**config.mk**
```make
export PLATFORM = sky130hd
export DESIGN_NAME = hy_timer_bank
export DESIGN_NICKNAME = d
export VERILOG_FILES = /design/src/rtl/hy_timer_bank.sv
export SDC_FILE = /design/constraint.sdc
export NUM_CORES = 1
export LEC_CHECK = 0
export BUFFER_PORTS_ARGS = -buffer_cell sky130_fd_sc_hd__clkbuf_2
export CAP_MARGIN = 5
export CORE_UTILIZATION = 45
export DETAILED_ROUTE_END_ITERATION = 7
export SLEW_MARGIN = 15
export SYNTH_ARGS = -nofsm -noshare
export SYNTH_HDL_FRONTEND = slang
export SYNTH_SLANG_ARGS = --single-unit
export TNS_END_PERCENT = 100
```
**constraint.sdc**
```tcl
create_clock -name clk -period 2.8 [get_ports clk]
set_clock_uncertainty 0.1 [all_clocks]
set_input_delay 0.14 -clock clk [delete_from_list [all_inputs] [get_ports clk]]
set_output_delay 0.14 -clock clk [all_outputs]
set_load 0.005 [all_outputs]
```
**src/rtl/hy_timer_bank.sv**
```systemverilog
// Bank of N_CH independent up-counting timers with per-channel terminal value,
// one-shot / auto-reload modes and sticky terminal-count flags (intr).
module hy_timer_bank #(
  parameter int C_WIDTH = 8,
  parameter int CH_AW   = 2,
  localparam int N_CH   = 2**CH_AW
) (
  input  logic                      clk,
  input  logic                      rst_n,
  input  logic                      tick,
  input  logic                      cfg_we,
  input  logic [CH_AW-1:0]          cfg_ch,
  input  logic [C_WIDTH-1:0]        cfg_load,
  input  logic [1:0]                cfg_mode,
  input  logic [N_CH-1:0]           int_clr,
  output logic [N_CH*C_WIDTH-1:0]   cnt_out,
  output logic [N_CH-1:0]           intr,
  output logic                      int_any
);

  typedef enum logic [1:0] {
    ST_IDLE = 2'd0,
    ST_RUN  = 2'd1,
    ST_DONE = 2'd2
  } state_e;

  localparam logic [1:0] MODE_ONESHOT = 2'b01;
  localparam logic [1:0] MODE_RELOAD  = 2'b10;

  logic [C_WIDTH-1:0] load_r  [N_CH];
  logic [C_WIDTH-1:0] load_s  [N_CH];
  logic [1:0]         mode_r  [N_CH];
  logic [1:0]         mode_s  [N_CH];
  logic [C_WIDTH-1:0] cnt_r   [N_CH];
  logic [C_WIDTH-1:0] cnt_s   [N_CH];
  state_e             state_r [N_CH];
  state_e             state_s [N_CH];
  logic               wr_s    [N_CH];
  logic               term_s  [N_CH];
  logic [N_CH-1:0]    int_r;
  logic [N_CH-1:0]    int_s;

  // Per-channel next-state: a config write overrides and suppresses any terminal event.
  always_comb begin
    int_s = int_r;
    for (int i = 0; i < N_CH; i++) begin
      load_s[i]  = load_r[i];
      mode_s[i]  = mode_r[i];
      cnt_s[i]   = cnt_r[i];
      state_s[i] = state_r[i];
      wr_s[i]    = cfg_we && (cfg_ch == CH_AW'(i));
      term_s[i]  = (state_r[i] == ST_RUN) && tick && (cnt_r[i] == load_r[i]);

      if (wr_s[i]) begin
        load_s[i] = cfg_load;
        mode_s[i] = cfg_mode;
        cnt_s[i]  = {C_WIDTH{1'b0}};
        case (cfg_mode)
          MODE_ONESHOT, MODE_RELOAD: state_s[i] = ST_RUN;
          default:                   state_s[i] = ST_IDLE;
        endcase
      end else if (term_s[i]) begin
        case (mode_r[i])
          MODE_RELOAD: begin
            cnt_s[i]   = {C_WIDTH{1'b0}};
            state_s[i] = ST_RUN;
          end
          MODE_ONESHOT: begin
            cnt_s[i]   = cnt_r[i];
            state_s[i] = ST_DONE;
          end
          default: begin
            cnt_s[i]   = cnt_r[i];
            state_s[i] = ST_IDLE;
          end
        endcase
      end else if ((state_r[i] == ST_RUN) && tick) begin
        cnt_s[i] = cnt_r[i] + C_WIDTH'(1);
      end else begin
        cnt_s[i] = cnt_r[i];
      end

      // Set has priority over clear so a coincident event is never lost.
      if (term_s[i] && !wr_s[i]) begin
        int_s[i] = 1'b1;
      end else if (int_clr[i]) begin
        int_s[i] = 1'b0;
      end else begin
        int_s[i] = int_r[i];
      end
    end
  end

  // Channel state registers.
  always_ff @(posedge clk or negedge rst_n) begin
    if (!rst_n) begin
      int_r <= {N_CH{1'b0}};
      for (int i = 0; i < N_CH; i++) begin
        load_r[i]  <= {C_WIDTH{1'b0}};
        mode_r[i]  <= 2'b00;
        cnt_r[i]   <= {C_WIDTH{1'b0}};
        state_r[i] <= ST_IDLE;
      end
    end else begin
      int_r <= int_s;
      for (int i = 0; i < N_CH; i++) begin
        load_r[i]  <= load_s[i];
        mode_r[i]  <= mode_s[i];
        cnt_r[i]   <= cnt_s[i];
        state_r[i] <= state_s[i];
      end
    end
  end

  for (genvar g = 0; g < N_CH; g++) begin : g_cnt
    assign cnt_out[g*C_WIDTH +: C_WIDTH] = cnt_r[g];
  end

  assign intr    = int_r;
  assign int_any = |int_r;

endmodule

```
## After elaboration in Yosys (flattened, before gate mapping)

Index checks and enable logic that the tools add are counted.

- Bits in registers: 84
- Bits in latches: 0
- Memory bits (writable): 0
- Bits in read-only memories: 0
- Logic and storage cells: 125
- Memories kept: 0

- Add/subtract/negate cells: 4
- Multipliers: 0
- Div/mod/pow operators: 0
- Magnitude comparators: 0
- Equality and inequality tests: 25
- Shift-type cells: 0
- Muxes and demuxes: 37
- Bitwise logic cells: 0
- Reduce and logical (&&, ||, !) cells: 39

Operator list:

| kind | count |
|---|---|
| 8-bit two-way mux | 16 |
| 8-bit by 1-bit adder with 8-bit output (second input constant) | 4 |
| 8-bit == test | 4 |
| 2-bit by 1-bit == test with 1-bit output (second input constant) | 10 |
| 1-bit logical AND | 16 |
| 2-bit two-way mux | 8 |
| 2-bit one-hot mux with 2 select lines | 4 |
| 2-bit nonzero test | 8 |
| 2-bit == test (second input constant) | 7 |
| 3-bit by 2-bit != test with 1-bit output (second input constant) | 4 |
| 3-bit nonzero test | 4 |
| 1-bit two-way mux | 9 |
| 2-bit AND reduction | 4 |
| 1-bit zero test | 4 |
| 4-bit OR reduction | 1 |
| 2-bit zero test | 1 |
| 2-bit OR reduction | 1 |

## Logic depth before layout (Yosys ltp)

Gate-level depths: netlist of the first run.

- Depth in word-level cells: 5
- Gate-level depth with buffers: 7
- Depth with buffers taken out: 6

## Least setup slack after synthesis of the first run

Ideal clock, no wire load.

- Path kind: flip-flop to flip-flop
- From: register cnt_r, in the netlist cnt_out[10]
- To: register cnt_r, in the netlist cnt_out[12]
- Setup time: 0.096 ns
- Arrival time: 1.760 ns
- Required time: 2.604 ns
- Slack: 0.845 ns
- Cell stages (with the launch flop): 8
- Buffers on the path: 2
- Cells stage by stage: dfrtp_1 -> buf_6 -> xnor2_2 -> nand4_2 -> or2_1 -> buf_6 -> or3_4 -> a311oi_2

- Cells in the longest elaborated chain, start to end: 4
- Elaborated cells between the ends (all ways): 9

RTL lines:

| item | line | RTL |
|---|---|---|
| from (decl) | 34 | `logic [C_WIDTH-1:0] cnt_r [N_CH];` |
| from (signal, indexed assignment) | 101 | `cnt_r[i] <= {C_WIDTH{1'b0}};` |
| from (signal, indexed assignment) | 109 | `cnt_r[i] <= cnt_s[i];` |
| 8-bit by 1-bit adder with 8-bit output / 8-bit == test (equally long branches) | 78, 52 |  |
| 8-bit two-way mux / 1-bit logical AND (equally long branches) | 77, 52 |  |
| 8-bit two-way mux, or another cell as far along | 62 | `end else if (term_s[i]) begin` |
| 8-bit two-way mux / 2-bit AND reduction (equally long branches) | -- |  |

Several ways; a longest one is shown, not always the timed one. The select of a mux whose other input is x is not followed.
A chain may end at the register's enable or synchronous reset.

## Worst setup path in the final report of the first run

- From: register cnt_r, in the netlist cnt_out[11]
- To: register cnt_r, in the netlist cnt_out[12]

Same word-level chain as after synthesis.

==> impl_results.md, run 1 <==
* Status: finished clean
* CORE AREA at 9284 um^2
* Crit. End Element: register
* Detailed-route wire length at 10.40 mm
* Maximum vdd drop at ~0.00033 V
* Total I/O pin count at 57
* Initial core utilization at 46.87%
* Post-Synth Adder-Cell Area at 1.150%
* Crit path time final at 2.079 ns
* Global route total overflow at 0
* Slew at the pin with the worst max-slew slack at between 0.7 and 0.8 ns
* Initial DRC count at 137
* XOR/XNOR share of the synthesized area at 7.016%
* Port bufs at 56
* Yosys reg bits at 84
* CTS tree: built
* Post-synthesis sequential area ratio at 48.30%
* CP Data Arrival Time at 2.24 ns
* First-pass GRT wire length at 17.48 mm
* Root Buffer: clkbuf_8
* Final Hold Fails at 0
* Die Area at approximately 10000 um^2
* Routed Antenna Nets at 0
* Synth warn at 0
* Synthesized instance count at 452
* PnR worst setup slack at about 0.72 ns
* Setup violations, final at 0
* Commonest non-fill, non-tap cells in the layout: nand2_1, dfrtp_1, clkbuf_2
* Required time of the critical path at 2.96 ns
* H-tree depth at 3
* Crit-path max FO at 9
* Post-CTS Repair Setup Buffers at 0
* Final period utilization at 74.26%
* Synth Area in Compound Gates at 11.39%
* RSZ-0062 raised after global routing: no
* P_leak at 2.246 nW
* PD cells at between 600 and 700 nW/um^2
* Clk buf depth at 2
* Synth Net Count at 476
* Number of antenna diodes at 0
* Nets at roughly 550
* Critical path class: reg -> reg
* Final core utilization at a little over half
* Most common cell after layout, fill and taps aside: nand2_1
* Initial antenna violation count at 0
* Total number of vias at 3596
* Pin count of the biggest net entering global routing at 85
* CP Launch Type: register
* Max cap viols at 0
* TritonCTS buffer count at 9
* FMAX at approximately 0.48 GHz
* Cell Area, Synth at 4352 um^2
* WL/cell at 15.87 um
* Die width at 100.3 um
* Synth Area in Simple Gates at 21.94%
* Mux share of post-synthesis cell area at 7.389%
* P&R area growth vs syn at 17.25%
* Place WS at ~0.76 ns
* # DRC at 0
* Cell Rows at 35
* Vias in the first global route at 3461
* Pins over their slew limit at 0
* Drt first pass iters at 5
* Vias per cell at 5.490
* Hold Crit Class: in -> reg
* GRT Total Usage at 22.26%
* Die Y at 100.3 um
* Avg Inst Size Synth at 9.628 um^2
* EDFF count, synth at 0
* Synth unique cells at 51
* Setup_tns at 0 ns
* Dpl hpwl at 7.144 mm
* Worst skew pair latency at between 0.3 and 0.4 ns
* Synth async-reset ratio at 100.0%
* CTS sink cnt at 84
* Hold slack at 0.02900 ns
* Clock slew at reported path FFs at 0.09 ns
* Largest family of logic cells by synthesized area: simple AND/OR/NAND/NOR gates
* Rel. slew slack at 47.44%
* Primary FF master, synth: dfrtp_1
* Fraction of layout cells with a size suffix above 1 at between 20% and 30%
* Placer Congestion at between 0.8 and 0.9
==> registers in the layout (all words and copies together), names as in the netlist <==
| signal | cells |
|---|---|
| load_r | 32 |
| intr | 4 |
| cnt_out | 32 |
| mode_r | 8 |
| state_r | 8 |
==> what timing repair did <==
item | in CTS | in global routing
hold buffers | 14 | 1
endpoints found under the hold margin | 107 | 2
resized for setup | 0 | 0
==> metrics by stage <==
stage / power, mW / cells / cell area, um^2
after floorplan: 2.259 / 452 / 4352
after global routing: 3.668 / 655 / 5102
final: 3.434 / 655 / 5102
after global placement: 2.544 / 624 / 4750
after CTS: 3.474 / 654 / 5089
after detailed placement: 2.570 / 624 / 4750
==> report_power, final <==
group | switching (mW) | internal (mW)
combinational | 0.408 | 0.442
sequential | 0.282 | 1.42
clock | 0.460 | 0.417
==> cells by family after synthesis <==
group,after synthesis
compound gates,73
fa+ha+maj,4
flops,84
xor+xnor,34
buf+inv,28
simple gates,200
mux,29
==> layer usage <==
layer	track usage, %	wire length, um	vias up
li1	-	-	1732
met1	31.44	5005	1789
met2	34.72	4887	67
met3	4.248	343	8
met4	6.912	159	0
met5	0	0	-
==> final timing paths <==
kind	startpoint	to	slack [ns]	cells after the start
max	cnt_out[11]	cnt_out[12]	0.72	5
min	cfg_ch[0]	state_r[3]	0.03	2
max reg2reg	cnt_out[11]	cnt_out[12]	0.72	5
min reg2reg	mode_r[5]	mode_r[5]	0.40	2
max in group asynchronous	rst_n	cnt_out[16]	1.77	2
min in group asynchronous	rst_n	cnt_out[15]	0.30	2
==> area by class of cell <==
cell class,instances,area [um^2]
fill,856,4182
multi-input combinational,340,2132
sequential,84,2102
timing repair buffer,75,466.7
tap,129,161.4
clock buffer,9,123.9
clock inverter,7,75.07
inverter,11,41.29
==> synthesized netlist by cell type (4+ instances only) <==
cell      number  area share [%]
a32oi_1        4            0.80
nor2_1        36             3.1
and3b_1        4            0.80
o21ai_0       16             1.8
xnor2_1       32             6.4
o41ai_1        4            0.80
mux2i_1        4            0.92
a21oi_1       14             1.6
nand2_1       87             7.5
and3_1         4            0.57
nand4_1       11             1.6
inv_1         11            0.95
mux2_2        25             6.5
nand3_1       14             1.6
or2_2          6            0.86
nand3b_1       6             1.0
ha_1           4             1.2
dfrtp_1       84              48
clkbuf_1      12             1.0
a22oi_1       10             1.7
nor3_1        12             1.4
==> worst max-delay path, cell delays in order (launching register included) <==
cell and delay (ns):
dfrtp_1 0.46, xnor2_1 0.18, nand4_1 0.18, or2_1 0.39, or3_4 0.44, a311oi_2 0.24
(Power assumes the default switching activity.)
==> run 2, diff against run 1 <==
==> constraint.sdc (replaced) <==
create_clock -name clk -period 2.08 [get_ports clk]
set_clock_uncertainty 0.1 [all_clocks]
set_input_delay 0.104 -clock clk [delete_from_list [all_inputs] [get_ports clk]]
set_output_delay 0.104 -clock clk [all_outputs]
set_load 0.005 [all_outputs]
==> run 2 against run 1 <==
Clock power rose by 78%. Non-clock buffer count rose by 25. First-iteration DRC count rose by 41%. Sequential cell count did not move. Combinational power rose by 60%. Highest routed layer unchanged. Largest power group unchanged. Largest cell class unchanged. Register-to-register slack got worse by 0.59 ns. Final area rose by 5.7%.
==> impl_results.md, run 2 (synthesis results as in run 1) <==
* Initial core utilization at between 40% and 50%
* Drt first pass iters at 4
* Critical path class: reg -> reg
* Fraction of layout cells with a size suffix above 1 at between 20% and 30%
* FMAX at 0.5119 GHz
* PnR worst setup slack at ~0.13 ns
* Maximum vdd drop at 0.0005836 V
* TritonCTS buffer count at 9
* Crit path time final at 1.954 ns
* Routed Antenna Nets at 0
* Die Y at 100.3 um
* Vias in the first global route at 3535
* Initial DRC count at 193
* CTS tree: built
* Place WS at 0.1394 ns
* Initial antenna violation count at 0
* Hold Crit Class: in -> reg
* Overall power at 5.136 mW
* CP Launch Type: register
* GRT Total Usage at between 20% and 30%
* Finished Cell Area at approximately 5400 um^2
* Clock slew at reported path FFs at around 0.09 ns
* Final period utilization at approximately 94%
* Slew at the pin with the worst max-slew slack at 0.4794 ns
* PD cells at 952.1 nW/um^2
* Port bufs at 56
* Dpl cell area at 4942 um^2
* First-pass GRT wire length at 17.55 mm
* Rel. slew slack at 67.79%
* Worst skew pair latency at 0.35 ns
* Detailed-route wire length at 10.60 mm
* Post-CTS Repair Setup Buffers at 0
* Global route total overflow at 0
* Dpl hpwl at 7.383 mm
* Fillers at 843
* # DRC at 0
* Slowest-stage cell, CP: dfrtp_1
* Worst path top cell family by delay: simple AND/OR/NAND/NOR gates
* CORE AREA at just over 9000 um^2
* RSZ-0062 raised after global routing: no
* Final Hold Fails at 0
* Most common cell after layout, fill and taps aside: nand2_1
* Max cap viols at 0
* CTS sink cnt at 84
* CP Data Arrival Time at around 2.1 ns
* CP peak stage delay at approximately 0.46 ns
* Total I/O pin count at 57
* P_leak at 2.414 nW
* Critical path buffer and inverter count at 0
* Number of antenna diodes at 0
* Crit. End Element: register
* Pins over their slew limit at 0
* P&R area growth vs syn at 23.95%
* Die width at 100.3 um
* WL/cell at 15.59 um
* Setup violations, final at 0
* Pin count of the biggest net entering global routing at 85
* Cell Rows at 35
* Status: finished clean
* H-tree depth at 3
* Clk buf depth at 2
* Hold slack at 0.02293 ns
* Commonest non-fill, non-tap cells in the layout: nand2_1, dfrtp_1, clkbuf_2
* Total number of vias at ~3600
* Worst path cell trace: xnor2_1, nand4_2, or2_1, or3_4, a311oi_2
* Die Area at roughly 10000 um^2
* Root Buffer: clkbuf_8
* Nets at 570
* Placer Congestion at 0.8511
* Vias per cell at between 5 and 6
* Setup_tns at 0 ns
* Crit-path max FO at 6
* Required time of the critical path at 2.24 ns
==> run 2: changes by cell type in the layout (fill, tap and decap cells not counted), sizes merged <==
cell,delta
inv,-1
clkinvlp,-3
bufinv,+3
clkbuf,+1
buf,+24
dlygate4sd3,+1
==> run 2: worst min-delay path, stage by stage <==
cell	delay, ns
clkbuf_2	0.12
nand2_1	0.09
o22a_1	0.12
==> run 2: final timing paths <==
path                       slack [ns]         from           to  cells past startpoint
hold reg to reg                  0.39    mode_r[5]    mode_r[5]                      2
max in group asynchronous        1.28        rst_n   cnt_out[8]                      3
min in group asynchronous        0.22        rst_n  cnt_out[29]                      3
setup reg to reg                 0.13  cnt_out[12]  cnt_out[12]                      5
hold / removal                   0.02       cfg_we   state_r[3]                      3
setup / recovery                 0.13  cnt_out[12]  cnt_out[12]                      5
==> run 2: layer usage <==
layer / vias up / global-route usage, % / wire length (um)
li1: 1786 / - / -
met1: 1744 / 31.10 / 5023
met2: 102 / 36.30 / 4996
met3: 12 / 3.621 / 451
met4: 0 / 7.135 / 132
met5: - / 0 / 0
==> run 2: power by group <==
group,internal [mW],switching (mW)
logic,0.696,0.659
clock network,0.955,0.602
registers,1.92,0.301
==> run 2: metrics by stage <==
| stage | utilization [%] | instances |
|---|---|---|
| 2_1_floorplan | - | 452 |
| 3_3_place_gp | 53.23 | 648 |
| 3_5_place_dp | 53.23 | 648 |
| 4_1_cts | 57.88 | 680 |
| 5_1_grt | 58.10 | 680 |
| 6_report | 58.10 | 680 |
==> run 2: repair_timing <==
| item | in CTS | in global routing |
|---|---|---|
| setup endpoints to repair | 0 | 5 |
| endpoints found under the hold margin | 117 | 0 |
| hold buffers | 16 | 0 |
| resized for setup | 0 | 5 |
==> run 2: cell type report <==
| class | instances | area (um^2) | share of cell area [%] |
|---|---|---|---|
| multi-input combinational | 340 | 2150 | 39.85 |
| sequential | 84 | 2105 | 39.02 |
| timing repair buffer | 100 | 665.6 | 12.34 |
| tap | 129 | 161.4 | 2.992 |
| clock buffer | 10 | 137.6 | 2.552 |
| clock inverter | 6 | 133.9 | 2.482 |
| inverter | 11 | 41.29 | 0.7655 |
